File: config.mk
export PLATFORM = sky130hd
export DESIGN_NAME = vlog_ident_lexer_flat
export DESIGN_NICKNAME = d
export VERILOG_FILES = /design/src/rtl/vlog_ident_lexer_if.sv /design/src/rtl/vlog_ident_lexer.sv /design/src/flat_wrapper.sv
export SDC_FILE = /design/constraint.sdc
export NUM_CORES = 1
export LEC_CHECK = 0
export BUFFER_PORTS_ARGS = -buffer_cell sky130_fd_sc_hd__clkbuf_2
export CAP_MARGIN = 0
export CORE_ASPECT_RATIO = 1.25
export CORE_MARGIN = 3
export CORE_UTILIZATION = 64
export DETAILED_ROUTE_END_ITERATION = 12
export PLACE_DENSITY = 0.88
export RECOVER_POWER = 25
export SLEW_MARGIN = 30
export SYNTH_ARGS = -nofsm -noshare
export SYNTH_HDL_FRONTEND = slang
export SYNTH_SLANG_ARGS = --single-unit
File: constraint.sdc
create_clock -name clk -period 6.15 [get_ports clk]
set_input_delay 0.3075 -clock clk [delete_from_list [all_inputs] [get_ports clk]]
set_output_delay 0.3075 -clock clk [all_outputs]
set_load 0.02 [all_outputs]
File: src/rtl/vlog_ident_lexer_if.sv
// Character-in / token-out bus for the Verilog identifier lexer.
// The lexer takes the slave side; the character source / token sink takes master.
interface vlog_ident_lexer_if #(
    parameter int unsigned MAX_LEN = 16,
    parameter int unsigned LEN_W   = 5,
    parameter int unsigned LINE_W  = 16
);
    logic                   ch_valid;
    logic [7:0]             ch_data;
    logic                   ch_last;
    logic                   ch_ready;
    logic                   tok_valid;
    logic                   tok_ready;
    logic [8*MAX_LEN-1:0]   tok_text;
    logic [LEN_W-1:0]       tok_len;
    logic                   tok_trunc;
    logic [LINE_W-1:0]      tok_line;

    modport slave (
        input  ch_valid, ch_data, ch_last, tok_ready,
        output ch_ready, tok_valid, tok_text, tok_len, tok_trunc, tok_line
    );

    modport master (
        output ch_valid, ch_data, ch_last, tok_ready,
        input  ch_ready, tok_valid, tok_text, tok_len, tok_trunc, tok_line
    );
endinterface

File: src/rtl/vlog_ident_lexer.sv
// Streaming Verilog-1995 lexer: one char per accept, emits plain identifiers
// with length, truncation flag and starting line; everything else is skipped.
module vlog_ident_lexer #(
    parameter int unsigned MAX_LEN = 16,
    parameter int unsigned LEN_W   = 5,
    parameter int unsigned LINE_W  = 16
) (
    input  logic              clk,
    input  logic              reset_n,
    vlog_ident_lexer_if.slave bus
);
    localparam int unsigned TEXT_W = 8 * MAX_LEN;

    localparam logic [7:0] C_NL    = 8'h0A;
    localparam logic [7:0] C_DQ    = 8'h22;
    localparam logic [7:0] C_DOL   = 8'h24;
    localparam logic [7:0] C_TICK  = 8'h27;
    localparam logic [7:0] C_STAR  = 8'h2A;
    localparam logic [7:0] C_SLASH = 8'h2F;
    localparam logic [7:0] C_QUES  = 8'h3F;
    localparam logic [7:0] C_BSL   = 8'h5C;
    localparam logic [7:0] C_UND   = 8'h5F;
    localparam logic [7:0] C_BTICK = 8'h60;

    typedef enum logic [3:0] {
        S_WS, S_IDENT, S_NUM, S_SKIPID, S_SLASH,
        S_LCOMM, S_BCOMM, S_BSTAR, S_STR, S_STRESC
    } state_e;

    function automatic logic is_alpha(input logic [7:0] c);
        return ((c >= 8'h41) && (c <= 8'h5A)) || ((c >= 8'h61) && (c <= 8'h7A));
    endfunction

    function automatic logic is_digit(input logic [7:0] c);
        return (c >= 8'h30) && (c <= 8'h39);
    endfunction

    function automatic logic is_start(input logic [7:0] c);
        return is_alpha(c) || (c == C_UND);
    endfunction

    function automatic logic is_cont(input logic [7:0] c);
        return is_start(c) || is_digit(c) || (c == C_DOL);
    endfunction

    function automatic logic is_numc(input logic [7:0] c);
        return is_alpha(c) || is_digit(c) || (c == C_UND) || (c == C_TICK) || (c == C_QUES);
    endfunction

    state_e              state_q, state_d;
    logic [TEXT_W-1:0]   buf_q, buf_d;
    logic [LEN_W-1:0]    len_q, len_d;
    logic                trunc_q, trunc_d;
    logic [LINE_W-1:0]   start_line_q, start_line_d;
    logic [LINE_W-1:0]   line_q, line_d;
    logic                tok_valid_q, tok_valid_d;
    logic [TEXT_W-1:0]   tok_text_q, tok_text_d;
    logic [LEN_W-1:0]    tok_len_q, tok_len_d;
    logic                tok_trunc_q, tok_trunc_d;
    logic [LINE_W-1:0]   tok_line_q, tok_line_d;

    logic                ch_ready_c;
    logic                accept;
    logic [7:0]          ch;
    logic                dispatch;
    logic                emit;

    // A char may only be taken when any pending token is leaving or absent,
    // so an emitting char never overwrites an undelivered token.
    assign ch_ready_c = ~tok_valid_q | bus.tok_ready;
    assign accept     = bus.ch_valid & ch_ready_c;
    assign ch         = bus.ch_data;

    always_comb begin
        state_d      = state_q;
        buf_d        = buf_q;
        len_d        = len_q;
        trunc_d      = trunc_q;
        start_line_d = start_line_q;
        line_d       = line_q;
        tok_valid_d  = tok_valid_q;
        tok_text_d   = tok_text_q;
        tok_len_d    = tok_len_q;
        tok_trunc_d  = tok_trunc_q;
        tok_line_d   = tok_line_q;
        dispatch     = 1'b0;
        emit         = 1'b0;

        if (tok_valid_q && bus.tok_ready) begin
            tok_valid_d = 1'b0;
        end

        if (accept) begin
            case (state_q)
                S_WS: dispatch = 1'b1;
                S_IDENT: begin
                    if (is_cont(ch)) begin
                        if (len_q < LEN_W'(MAX_LEN)) begin
                            for (int unsigned i = 0; i < MAX_LEN; i++) begin
                                if (len_q == LEN_W'(i)) buf_d[8*i +: 8] = ch;
                            end
                            len_d = len_q + LEN_W'(1);
                        end else begin
                            trunc_d = 1'b1;
                        end
                    end else begin
                        emit     = 1'b1;
                        dispatch = 1'b1;
                    end
                end
                S_NUM:    if (!is_numc(ch)) dispatch = 1'b1;
                S_SKIPID: if (!is_cont(ch)) dispatch = 1'b1;
                S_SLASH: begin
                    if (ch == C_SLASH)     state_d = S_LCOMM;
                    else if (ch == C_STAR) state_d = S_BCOMM;
                    else                   dispatch = 1'b1;
                end
                S_LCOMM: if (ch == C_NL) state_d = S_WS;
                S_BCOMM: if (ch == C_STAR) state_d = S_BSTAR;
                S_BSTAR: begin
                    if (ch == C_SLASH)      state_d = S_WS;
                    else if (ch != C_STAR)  state_d = S_BCOMM;
                end
                S_STR: begin
                    if ((ch == C_DQ) || (ch == C_NL)) state_d = S_WS;
                    else if (ch == C_BSL)             state_d = S_STRESC;
                end
                S_STRESC: state_d = S_STR;
                default:  state_d = S_WS;
            endcase

            // Shared "handle as whitespace" entry used by every state that ends a lexeme.
            if (dispatch) begin
                if (is_start(ch)) begin
                    state_d      = S_IDENT;
                    buf_d        = '0;
                    buf_d[7:0]   = ch;
                    len_d        = LEN_W'(1);
                    trunc_d      = 1'b0;
                    start_line_d = line_q;
                end else if (is_digit(ch)) begin
                    state_d = S_NUM;
                end else if ((ch == C_BTICK) || (ch == C_DOL)) begin
                    state_d = S_SKIPID;
                end else if (ch == C_SLASH) begin
                    state_d = S_SLASH;
                end else if (ch == C_DQ) begin
                    state_d = S_STR;
                end else begin
                    state_d = S_WS;
                end
            end

            if ((ch == C_NL) && (line_q != {LINE_W{1'b1}})) begin
                line_d = line_q + LINE_W'(1);
            end

            if (bus.ch_last) begin
                if (state_d == S_IDENT) emit = 1'b1;
                state_d = S_WS;
                line_d  = LINE_W'(1);
            end

            if (emit) begin
                tok_valid_d = 1'b1;
                tok_text_d  = buf_d;
                tok_len_d   = len_d;
                tok_trunc_d = trunc_d;
                tok_line_d  = start_line_d;
            end
        end
    end

    always_ff @(posedge clk or negedge reset_n) begin
        if (!reset_n) begin
            state_q      <= S_WS;
            buf_q        <= '0;
            len_q        <= '0;
            trunc_q      <= 1'b0;
            start_line_q <= LINE_W'(1);
            line_q       <= LINE_W'(1);
            tok_valid_q  <= 1'b0;
            tok_text_q   <= '0;
            tok_len_q    <= '0;
            tok_trunc_q  <= 1'b0;
            tok_line_q   <= LINE_W'(1);
        end else begin
            state_q      <= state_d;
            buf_q        <= buf_d;
            len_q        <= len_d;
            trunc_q      <= trunc_d;
            start_line_q <= start_line_d;
            line_q       <= line_d;
            tok_valid_q  <= tok_valid_d;
            tok_text_q   <= tok_text_d;
            tok_len_q    <= tok_len_d;
            tok_trunc_q  <= tok_trunc_d;
            tok_line_q   <= tok_line_d;
        end
    end

    assign bus.ch_ready  = ch_ready_c;
    assign bus.tok_valid = tok_valid_q;
    assign bus.tok_text  = tok_text_q;
    assign bus.tok_len   = tok_len_q;
    assign bus.tok_trunc = tok_trunc_q;
    assign bus.tok_line  = tok_line_q;
endmodule

File: src/flat_wrapper.sv
// flat-port wrapper written by rule: the top's interface ports become plain ports
module vlog_ident_lexer_flat 
#(
    parameter int unsigned MAX_LEN = 16,
    parameter int unsigned LEN_W   = 5,
    parameter int unsigned LINE_W  = 16
)
  (clk, reset_n, bus_ch_valid, bus_ch_data, bus_ch_last, bus_tok_ready, bus_ch_ready, bus_tok_valid, bus_tok_text, bus_tok_len, bus_tok_trunc, bus_tok_line);
  vlog_ident_lexer_if #(.MAX_LEN(MAX_LEN), .LEN_W(LEN_W), .LINE_W(LINE_W)) bus_i ();
  input  logic clk;
  input  logic reset_n;
  input wire logic [$bits(bus_i.ch_valid)-1:0] bus_ch_valid;
  input wire logic [$bits(bus_i.ch_data)-1:0] bus_ch_data;
  input wire logic [$bits(bus_i.ch_last)-1:0] bus_ch_last;
  input wire logic [$bits(bus_i.tok_ready)-1:0] bus_tok_ready;
  output wire logic [$bits(bus_i.ch_ready)-1:0] bus_ch_ready;
  output wire logic [$bits(bus_i.tok_valid)-1:0] bus_tok_valid;
  output wire logic [$bits(bus_i.tok_text)-1:0] bus_tok_text;
  output wire logic [$bits(bus_i.tok_len)-1:0] bus_tok_len;
  output wire logic [$bits(bus_i.tok_trunc)-1:0] bus_tok_trunc;
  output wire logic [$bits(bus_i.tok_line)-1:0] bus_tok_line;
  assign bus_i.ch_valid = bus_ch_valid;
  assign bus_i.ch_data = bus_ch_data;
  assign bus_i.ch_last = bus_ch_last;
  assign bus_i.tok_ready = bus_tok_ready;
  assign bus_ch_ready = bus_i.ch_ready;
  assign bus_tok_valid = bus_i.tok_valid;
  assign bus_tok_text = bus_i.tok_text;
  assign bus_tok_len = bus_i.tok_len;
  assign bus_tok_trunc = bus_i.tok_trunc;
  assign bus_tok_line = bus_i.tok_line;
  vlog_ident_lexer #(.MAX_LEN(MAX_LEN), .LEN_W(LEN_W), .LINE_W(LINE_W)) u_core (.clk(clk), .reset_n(reset_n), .bus(bus_i));
endmodule
==> flow_summary.toml, run 1 <==
[die]
start_util_pct = 65.7
rows = 62
coreArea_sq_um = 23200
dieWidth_um = 144
top_level_ports = 165
dieHeight_um = 179
fp.dieArea_sq_um = 25700

[layout]
fin_cells = 1699
final_util_pct = 73.9
final_nets = 1404
drive_gt1_share_pct = 16.4
postLayoutCellArea_sq_um = 17100
area_delta_synth_final_pct = 12.4

[critical_path]
arrival_ns = 4.11
cp_data_required_time_ns = 6.59
critical_path_class = "input port to register"
crit_chain = "clkbuf_2 -> buf_4 -> nor4b_2 -> nand2_2 -> a21oi_1 -> a31o_2 -> and2_1 -> mux2_2"
critical_path_buf_inv_count = 2
worstPathMaxFanout = 27
slowest_delay_ns = 0.88
start_kind = "input port"
cp-end-kind = "register"
path_delay_family = "compound AO/OA/AOI/OAI gates"
slowest_stage = "a21oi_1"

[clock_network]
clock_sinks = 321
clk_latency_ns = 0.55
tritoncts = "yes"
numCtsBuffers = 30
h-tree-depth = 1
cts.reportedPaths.clkPinSlew_ns = 0.07
cts_setup_buffers = 0
root_buffer = "clkbuf_16"
clock_path_buffers = 3

[yosys]
synth-async-reset-ratio_pct = 100
synthTopCellsByCount = "318 x dfrtp_1, 153 x nor2_1, 110 x mux2i_1"
synth.most_common_cell = "dfrtp_1"
syn-num-nets = 1286
ys_seq_area_share_pct = 52.7
synth_area_leader_cell = "dfrtp_1"
synthCells = 1268
yosys_warnings = 0
yosys.cell_types.count = 65
syn-cell-area_sq_um = 15200
synth_area_leaders = "dfrtp_1 52%, mux2_1 7.9%, mux2i_1 7.2%, a22o_1 6.1%, mux2_2 5.2%"
synth_edf_count = 0
synth_top_cell_area_share_pct = 52.2
ys.flop_type = "dfrtp_1"
avgSynthCellArea_sq_um = 12.0
ys_seq_elements = 321

[grt]
grt_pass1_vias = 11200
grt_pass1_wl_mm = 58.8
grt_max_degree = 161
track_usage_pct = 28.3
antenna_found_initial = 1
grt-ovfl-total = 0

[power]
ir_worst_vdd_uv = 254
p_per_area_nw_per_um2 = 282
p_leak_nw = 8.23
total_power_mw = 4.83

[drt]
vias = 10700
drt_first_iter_violations = 863
drcViolationCount = 0
wirelength_mm = 36.1
firstDrtPassIters = 5
antenna_left = 0
via_per_inst = 6.31
wl_per_cell_um = 21.3

[timing]
fmax_ghz = 0.273
period_needed_ns = 3.67
finalWorstSetupSlack_ns = 2.48
whs_ns = 0.114
fin_setup_tns_ns = 0
finalCritPeriodShare_pct = 59.7
tightest_slew_ns = 1.02
finalHoldViolCount = 0
rsz0062_at_grt = "no"
setup_viol = 0
maxSlewViolCount = 0
clock-skew-final_ns = 0.0113
maxSlewHeadroom_pct = 32.0

[placement]
dp_hpwl_mm = 23.0
globalplace.congestion = 0.921
placed_cells = 1641
portBuffers = 164
placed_cell_area_sq_um = 16100
dp_worst_setup_slack_ns = 1.97

[worst_hold_path]
hold_class = "input port to register"

[flow_run]
drv_cap = 0

[outcome]
status = "completed"
[per-layer routing]
metal	vias to the layer above	share of wire, %	wire [um]	track usage [%]
met5	-	0	0	0
met4	0	3.0	1100	10.3
met3	96	5.7	2040	3.94
met2	427	50	18200	47.9
met1	5449	41	14800	37.4
li1	4755	-	-	-
[registers in the layout, indices dropped and copies added, names as in the netlist]
register              cells
u_core.bus.tok_line      16
u_core.trunc_q            1
u_core.bus.tok_text     128
u_core.bus.tok_valid      1
u_core.state_q            4
u_core.bus.tok_trunc      1
u_core.line_q            16
u_core.start_line_q      16
u_core.buf_q            128
u_core.bus.tok_len        5
u_core.len_q              5
[layout make-up]
cell class	count	area, sq um
sequential	321	8040
multi-input combinational	844	6730
fill	1540	6060
clock buffer	42	887
timing repair buffer	180	860
tap	288	360
clock inverter	14	225
inverter	9	33.8
antenna	1	2.50
[cell families after synthesis]
| family | Yosys count | synth area share (%) |
|---|---|---|
| adders and majority gates | 5 | 0.410 |
| DFF | 321 | 52.7 |
| buffers and inverters | 103 | 3.27 |
| xor gates and xnor gates | 19 | 1.09 |
| and+or+nand+nor | 351 | 11.0 |
| muxes | 287 | 20.3 |
| AOI/OAI and AO/OA | 182 | 11.2 |
[what timing repair did]
item                      CTS  global route
gates resized for setup     0             0
hold endpoints to repair   90             0
hold buffers                1             0
[worst reg2reg max path: cells and delay by family (launching register included)]
family           cells  cell delay [ns]
flip-flops           1             0.55
AND/OR/NAND/NOR      3             1.18
AO/OA/AOI/OAI        2             1.33
multiplexers         1             0.39
[power by group]
| part | internal, mW | switching [mW] | total [mW] |
|---|---|---|---|
| sequential | 2.19 | 0.0563 | 2.25 |
| combinational | 0.163 | 0.358 | 0.522 |
| clock | 1.26 | 0.806 | 2.06 |
| total | 3.61 | 1.22 | 4.83 |
[path summary, 6_finish.rpt]
check	start	end	slack (ns)	depth (start not counted)
hold reg to reg	u_core.buf_q[23]	u_core.buf_q[23]	0.48	1
setup reg to reg	u_core.state_q[0]	u_core.buf_q[0]	2.60	6
hold / removal	bus_ch_valid	u_core.bus.tok_valid	0.11	3
setup / recovery	bus_ch_data[2]	u_core.buf_q[0]	2.48	8
min in group asynchronous	reset_n	u_core.bus.tok_line[14]	0.36	2
max in group asynchronous	reset_n	u_core.bus.tok_text[63]	4.43	3
[cells in the final DEF, fill, tap and decap left out, types with 23 or more instances in the layout]
master       n
mux2_1     107
and2_1      23
clkbuf_2    57
a22o_1     107
nand2_1     70
dfrtp_1    318
mux2_2      70
clkbuf_16   31
mux2i_1    110
clkbuf_1   109
nor2_1     153
Power figures use the tool's default switching activity.
==> run 2, diff against run 1 <==
--- a/config.mk
+++ b/config.mk
@@ -9,9 +9,9 @@
 export CAP_MARGIN = 0
 export CORE_ASPECT_RATIO = 1.25
 export CORE_MARGIN = 3
-export CORE_UTILIZATION = 64
+export CORE_UTILIZATION = 59
 export DETAILED_ROUTE_END_ITERATION = 12
-export PLACE_DENSITY = 0.88
+export PLACE_DENSITY = 0.82
 export RECOVER_POWER = 25
 export SLEW_MARGIN = 30
 export SYNTH_ARGS = -nofsm -noshare
==> constraint.sdc (replaced) <==
create_clock -name clk -period 3.4 [get_ports clk]
set_input_delay 0.17 -clock clk [delete_from_list [all_inputs] [get_ports clk]]
set_output_delay 0.17 -clock clk [all_outputs]
set_load 0.02 [all_outputs]
==> run 2 against run 1 <==
  * Sequential share of layout area down 1.1 points
  * Routed wire length up 1.5%
  * Core utilization fell by 4.7 points
  * Total power is 75% higher
  * Count of clock-buffer cells in the layout grew 8
  * The run now ends with capacitance limit, slew limit left
  * Hold slack lost 0.016 ns
  * Via count about the same
  * Largest cell class unchanged
  * Combinational power increased by 91%
  * Global-route usage is 1.6 points lower
  * Final area up 2.4%
  * Critical path type is now register to register
  * First-iteration DRC count is 2.8% higher
  * Worst setup slack got worse by 2.1 ns
==> flow_summary.toml, run 2 (same netlist as run 1, synthesis figures left out) <==
[outcome]
status = "complete, but fails checks"
violations = "capacitance limit, slew limit"

[critical_path]
reg2reg_depth = 6
worstPathMaxFanout = 15
r2r-start = "u_core.state_q[0]"
cp-end-kind = "register"
slowest_delay_ns = 0.57
timing.rr.end = "u_core.buf_q[30]"
cp_data_required_time_ns = 3.83
arrival_ns = 3.44
rrSetupSlack_ns = 0.39
crit_chain = "nor2b_1 -> nand2_2 -> buf_4 -> a211oi_4 -> o21ai_1 -> a22o_1"
critical_path_class = "register to register"
critical_path_buf_inv_count = 1
slowest_stage = "dfrtp_1"
cp-startpoint = "u_core.state_q[0]"
path_delay_family = "compound AO/OA/AOI/OAI gates"
start_kind = "register"

[timing]
period_needed_ns = 3.01
finalWorstSetupSlack_ns = 0.387
finalHoldViolCount = 0
fmax_ghz = 0.332
setup_viol = 0
clock-skew-final_ns = 0.0145
rsz0062_at_grt = "no"
finalCritPeriodShare_pct = 88.6
maxSlewHeadroom_pct = -40.6
tightest_slew_ns = 2.11
fin_setup_tns_ns = 0
maxSlewViolCount = 38

[placement]
dp_worst_setup_slack_ns = 0.375
portBuffers = 164
globalplace.congestion = 0.934
dp_hpwl_mm = 24.5

[layout]
final_nets = 1443
antenna_cells = 0
drive_gt1_share_pct = 24.9
most-common-layout-cells = "318 x dfrtp_1, 163 x clkbuf_2, 153 x nor2_1"
layout_commonest_cell = "dfrtp_1"
area_delta_synth_final_pct = 15.1
fillers = 1824

[worst_hold_path]
hold_end = "u_core.bus.tok_valid"
min-delay-start = "bus_tok_ready"
hold_class = "input port to register"
worstHoldPathCells = 3

[grt]
grt-ovfl-total = 0
antenna_found_initial = 0
track_usage_pct = 26.7
grt_pass1_vias = 11100
grt_max_degree = 120
grt_pass1_wl_mm = 60.1

[clock_network]
root_buffer = "clkbuf_16"
cts_setup_buffers = 0
h-tree-depth = 1
cts.reportedPaths.clkPinSlew_ns = 0.07
cts.repair.resized = 0
tritoncts = "yes"
clock_sinks = 321
clk_latency_ns = 0.56
numCtsBuffers = 30
clock_path_buffers = 3

[die]
fp.dieArea_sq_um = 27800
top_level_ports = 165
rows = 65
dieWidth_um = 150
coreArea_sq_um = 25400
dieHeight_um = 186
start_util_pct = 60.1

[power]
p_per_area_nw_per_um2 = 481
ir_worst_vdd_uv = 469
p_leak_nw = 8.74

[drt]
via_per_inst = 6.02
drcViolationCount = 0
wl_per_cell_um = 20.6
vias = 10700
firstDrtPassIters = 5
drt_first_iter_violations = 887
antenna_left = 0
wirelength_mm = 36.7

[flow_run]
drv_cap = 1
## run 2: report_power, final
part,internal (mW),total (mW),switching [mW]
Sequential,3.97,4.07,0.0994
Clock,1.96,3.38,1.42
Combinational,0.338,0.995,0.656
## run 2: how the worst max path moves through the flow
stage / endpoint / slack, ns / cells after the start
final: u_core.buf_q[30] / 0.39 / 6
after global routing: u_core.buf_q[30] / 0.20 / 6
after CTS: u_core.buf_q[30] / 0.42 / 6
after floorplan: u_core.bus.tok_text[40] / 0.73 / 8
after global placement: u_core.bus.tok_line[15] / 0.44 / 9
after detailed placement: u_core.bus.tok_text[89] / 0.38 / 10
## run 2: worst min-delay path: stages
cell and delay [ns]:
clkbuf_2 0.07, nand2b_1 0.23, nand3_1 0.14
## run 2: routing by layer
metal  share of wire [%]  vias up  wire length [um]  GRT usage [%]
met4                 3.1        0              1150           9.30
met5                   0        -                 0              0
met1                  42     5483             15400           36.4
met3                 5.0       81              1850           3.21
met2                  50      336             18300           44.7
li1                    -     4834                 -              -
## run 2: timing repair
item,CTS,global route
endpoints found under the setup margin,0,0
hold endpoints to repair,113,0
hold buffers,3,0
## run 2: stage by stage
step	power, mW	hold WS, ns	util [%]	instances	area (sq um)
after global routing	8.74	0.0724	69.2	1783	17500
after detailed placement	5.13	0.345	65.2	1724	16500
final	8.44	0.0978	69.2	1783	17500
after global placement	5.10	0.332	65.2	1724	16500
after floorplan	4.75	-0.126	-	1268	15200
after CTS	8.49	0.0520	69.2	1782	17600
## run 2: area by class of cell
cell class	instances	area, sq um	share of cell area (%)
repair buffers	219	1340	7.66
inverters	9	33.8	0.193
flip-flops and latches	321	8040	45.8
well taps	335	419	2.39
clock inverters	5	81.3	0.463
clock buffers	50	907	5.17
multi-input cells	844	6730	38.3
==> run 3, diff against run 2 <==
==> constraint.sdc (replaced) <==
create_clock -name clk -period 3.4 [get_ports clk]
set_input_delay 1.02 -clock clk [delete_from_list [all_inputs] [get_ports clk]]
set_output_delay 1.02 -clock clk [all_outputs]
set_load 0.02 [all_outputs]
==> run 3 against run 2 <==
  * The run still ends with capacitance limit, slew limit left
  * Largest power group unchanged
  * Global-route usage grew 0.071 points
  * Routed wire length grew 1.3%
  * Die area is the same
  * Critical endpoint is now u_core.bus.tok_text[70]
  * Combinational power grew 7%
  * Sequential share of layout area shrank 1.9 points
  * Maximum frequency shrank 0.63%
  * Critical path type is now input port to register
==> flow_summary.toml, run 3 (same netlist as run 1, synthesis figures left out) <==
[outcome]
status = "complete, but fails checks"
violations = "capacitance limit, slew limit"

[worst_hold_path]
min-delay-start = "u_core.buf_q[15]"
hold_end = "u_core.buf_q[15]"
worstHoldPathCells = 1
hold_class = "register to register"

[clock_network]
cts_setup_buffers = 0
tritoncts = "yes"
clock_path_buffers = 3
root_buffer = "clkbuf_16"
cts-hold-fix-buffers = 0
h-tree-depth = 1
clock_sinks = 321
clk_latency_ns = 0.56
cts.repair.resized = 0
numCtsBuffers = 31
cts.reportedPaths.clkPinSlew_ns = 0.07

[timing]
maxSlewViolCount = 80
maxSlewHeadroom_pct = -52.2
period_needed_ns = 3.03
tightest_slew_ns = 2.28
fin_setup_tns_ns = 0
fmax_ghz = 0.330
finalCritPeriodShare_pct = 89.2
rsz0062_at_grt = "no"
finalHoldViolCount = 0
setup_viol = 0
clock-skew-final_ns = 0.0119

[power]
ir_worst_vdd_uv = 368
p_per_area_nw_per_um2 = 482
p_leak_nw = 9.15

[layout]
final_util_pct = 72.2
most-common-layout-cells = "318 x dfrtp_1, 164 x clkbuf_2, 153 x nor2_1"
fillers = 1666
layout_commonest_cell = "dfrtp_1"
postLayoutCellArea_sq_um = 18300
final_nets = 1506
area_delta_synth_final_pct = 20.2
antenna_cells = 0
drive_gt1_share_pct = 28.6

[critical_path]
rrSetupSlack_ns = 0.56
worstPathMaxFanout = 38
reg2reg_depth = 7
critical_path_class = "input port to register"
cp_data_required_time_ns = 3.84
slowest_stage = "nor4b_1"
start_kind = "input port"
crit_chain = "clkbuf_2 -> buf_4 -> xnor2_1 -> nand3_1 -> o21a_1 -> nor4b_1 -> nor3b_1 -> a31oi_4 -> buf_12 -> buf_12 -> mux2_1"
cp-end-kind = "register"
timing.rr.end = "u_core.bus.tok_text[53]"
arrival_ns = 3.47
critPathMostFrequentCell = "buf_12"
r2r-start = "u_core.state_q[0]"
slowest_delay_ns = 0.38

[grt]
grt_pass1_vias = 11300
track_usage_pct = 26.7
grt_pass1_wl_mm = 60.3
grt-ovfl-total = 0
grt_max_degree = 84
antenna_found_initial = 0

[drt]
vias = 11000
wl_per_cell_um = 20.1
firstDrtPassIters = 7
drt_first_iter_violations = 678
antenna_left = 0
drcViolationCount = 0
wirelength_mm = 37.2
via_per_inst = 5.97

[die]
fp.dieArea_sq_um = 27800
coreArea_sq_um = 25400
rows = 65
dieHeight_um = 186
top_level_ports = 165
start_util_pct = 60.1
dieWidth_um = 150

[placement]
placed_cell_area_sq_um = 17200
dp_hpwl_mm = 25.2
portBuffers = 164
globalplace.congestion = 0.910

[flow_run]
drv_cap = 1
## run 3: worst max path at each step
| stage | startpoint | slack (ns) | endpoint | cells past startpoint |
|---|---|---|---|---|
| final | bus_ch_data[2] | 0.37 | u_core.bus.tok_text[70] | 11 |
| after global routing | bus_ch_data[2] | 0.21 | u_core.bus.tok_text[95] | 11 |
| after CTS | bus_ch_data[2] | 0.42 | u_core.bus.tok_text[70] | 11 |
| after detailed placement | bus_ch_data[2] | -0.16 | u_core.bus.tok_text[95] | 11 |
| after global placement | bus_ch_data[2] | -0.07 | u_core.bus.tok_text[99] | 11 |
| after floorplan | bus_ch_data[3] | 0.008 | u_core.bus.tok_len[0] | 10 |
## run 3: cell type report
class,count,area [sq um],share of cell area [%]
clock buffer,41,843,4.60
multi-input combinational,844,6730,36.7
sequential,321,8040,43.9
inverter,9,33.8,0.184
clock inverter,16,249,1.36
tap,335,419,2.29
timing repair buffer,281,2010,11.0
## run 3: worst max-delay path, delay by kind of cell
kind                      cells  cell delay [ns]
buffers and inverters         4             0.81
and+or+nand+nor               3             0.66
AOI/OAI and AO/OA             2             0.44
muxes                         1             0.36
xor gates and xnor gates      1             0.15
## run 3: metrics by stage
step           hold slack, ns  power [mW]  worst slack (ns)  std cells
2_1_floorplan           0.444        4.75           0.00831       1268
3_3_place_gp            0.461        5.15           -0.0746       1790
3_5_place_dp            0.462        5.18            -0.157       1790
4_1_cts                 0.482        8.87             0.416       1847
5_1_grt                 0.491        9.11             0.209       1847
6_report                0.482        8.83             0.368       1847
## run 3: power by group
part	switching (mW)	total, mW	internal, mW
Clock	1.50	3.70	2.20
Combinational	0.676	1.06	0.384
Sequential	0.0949	4.06	3.97
## run 3: layer usage
metal	track usage, %	vias to the layer above	wire [um]
li1	-	4966	-
met1	35.7	5606	15500
met2	45.6	375	18600
met3	3.85	84	2030
met4	8.46	0	1060
met5	0	-	0
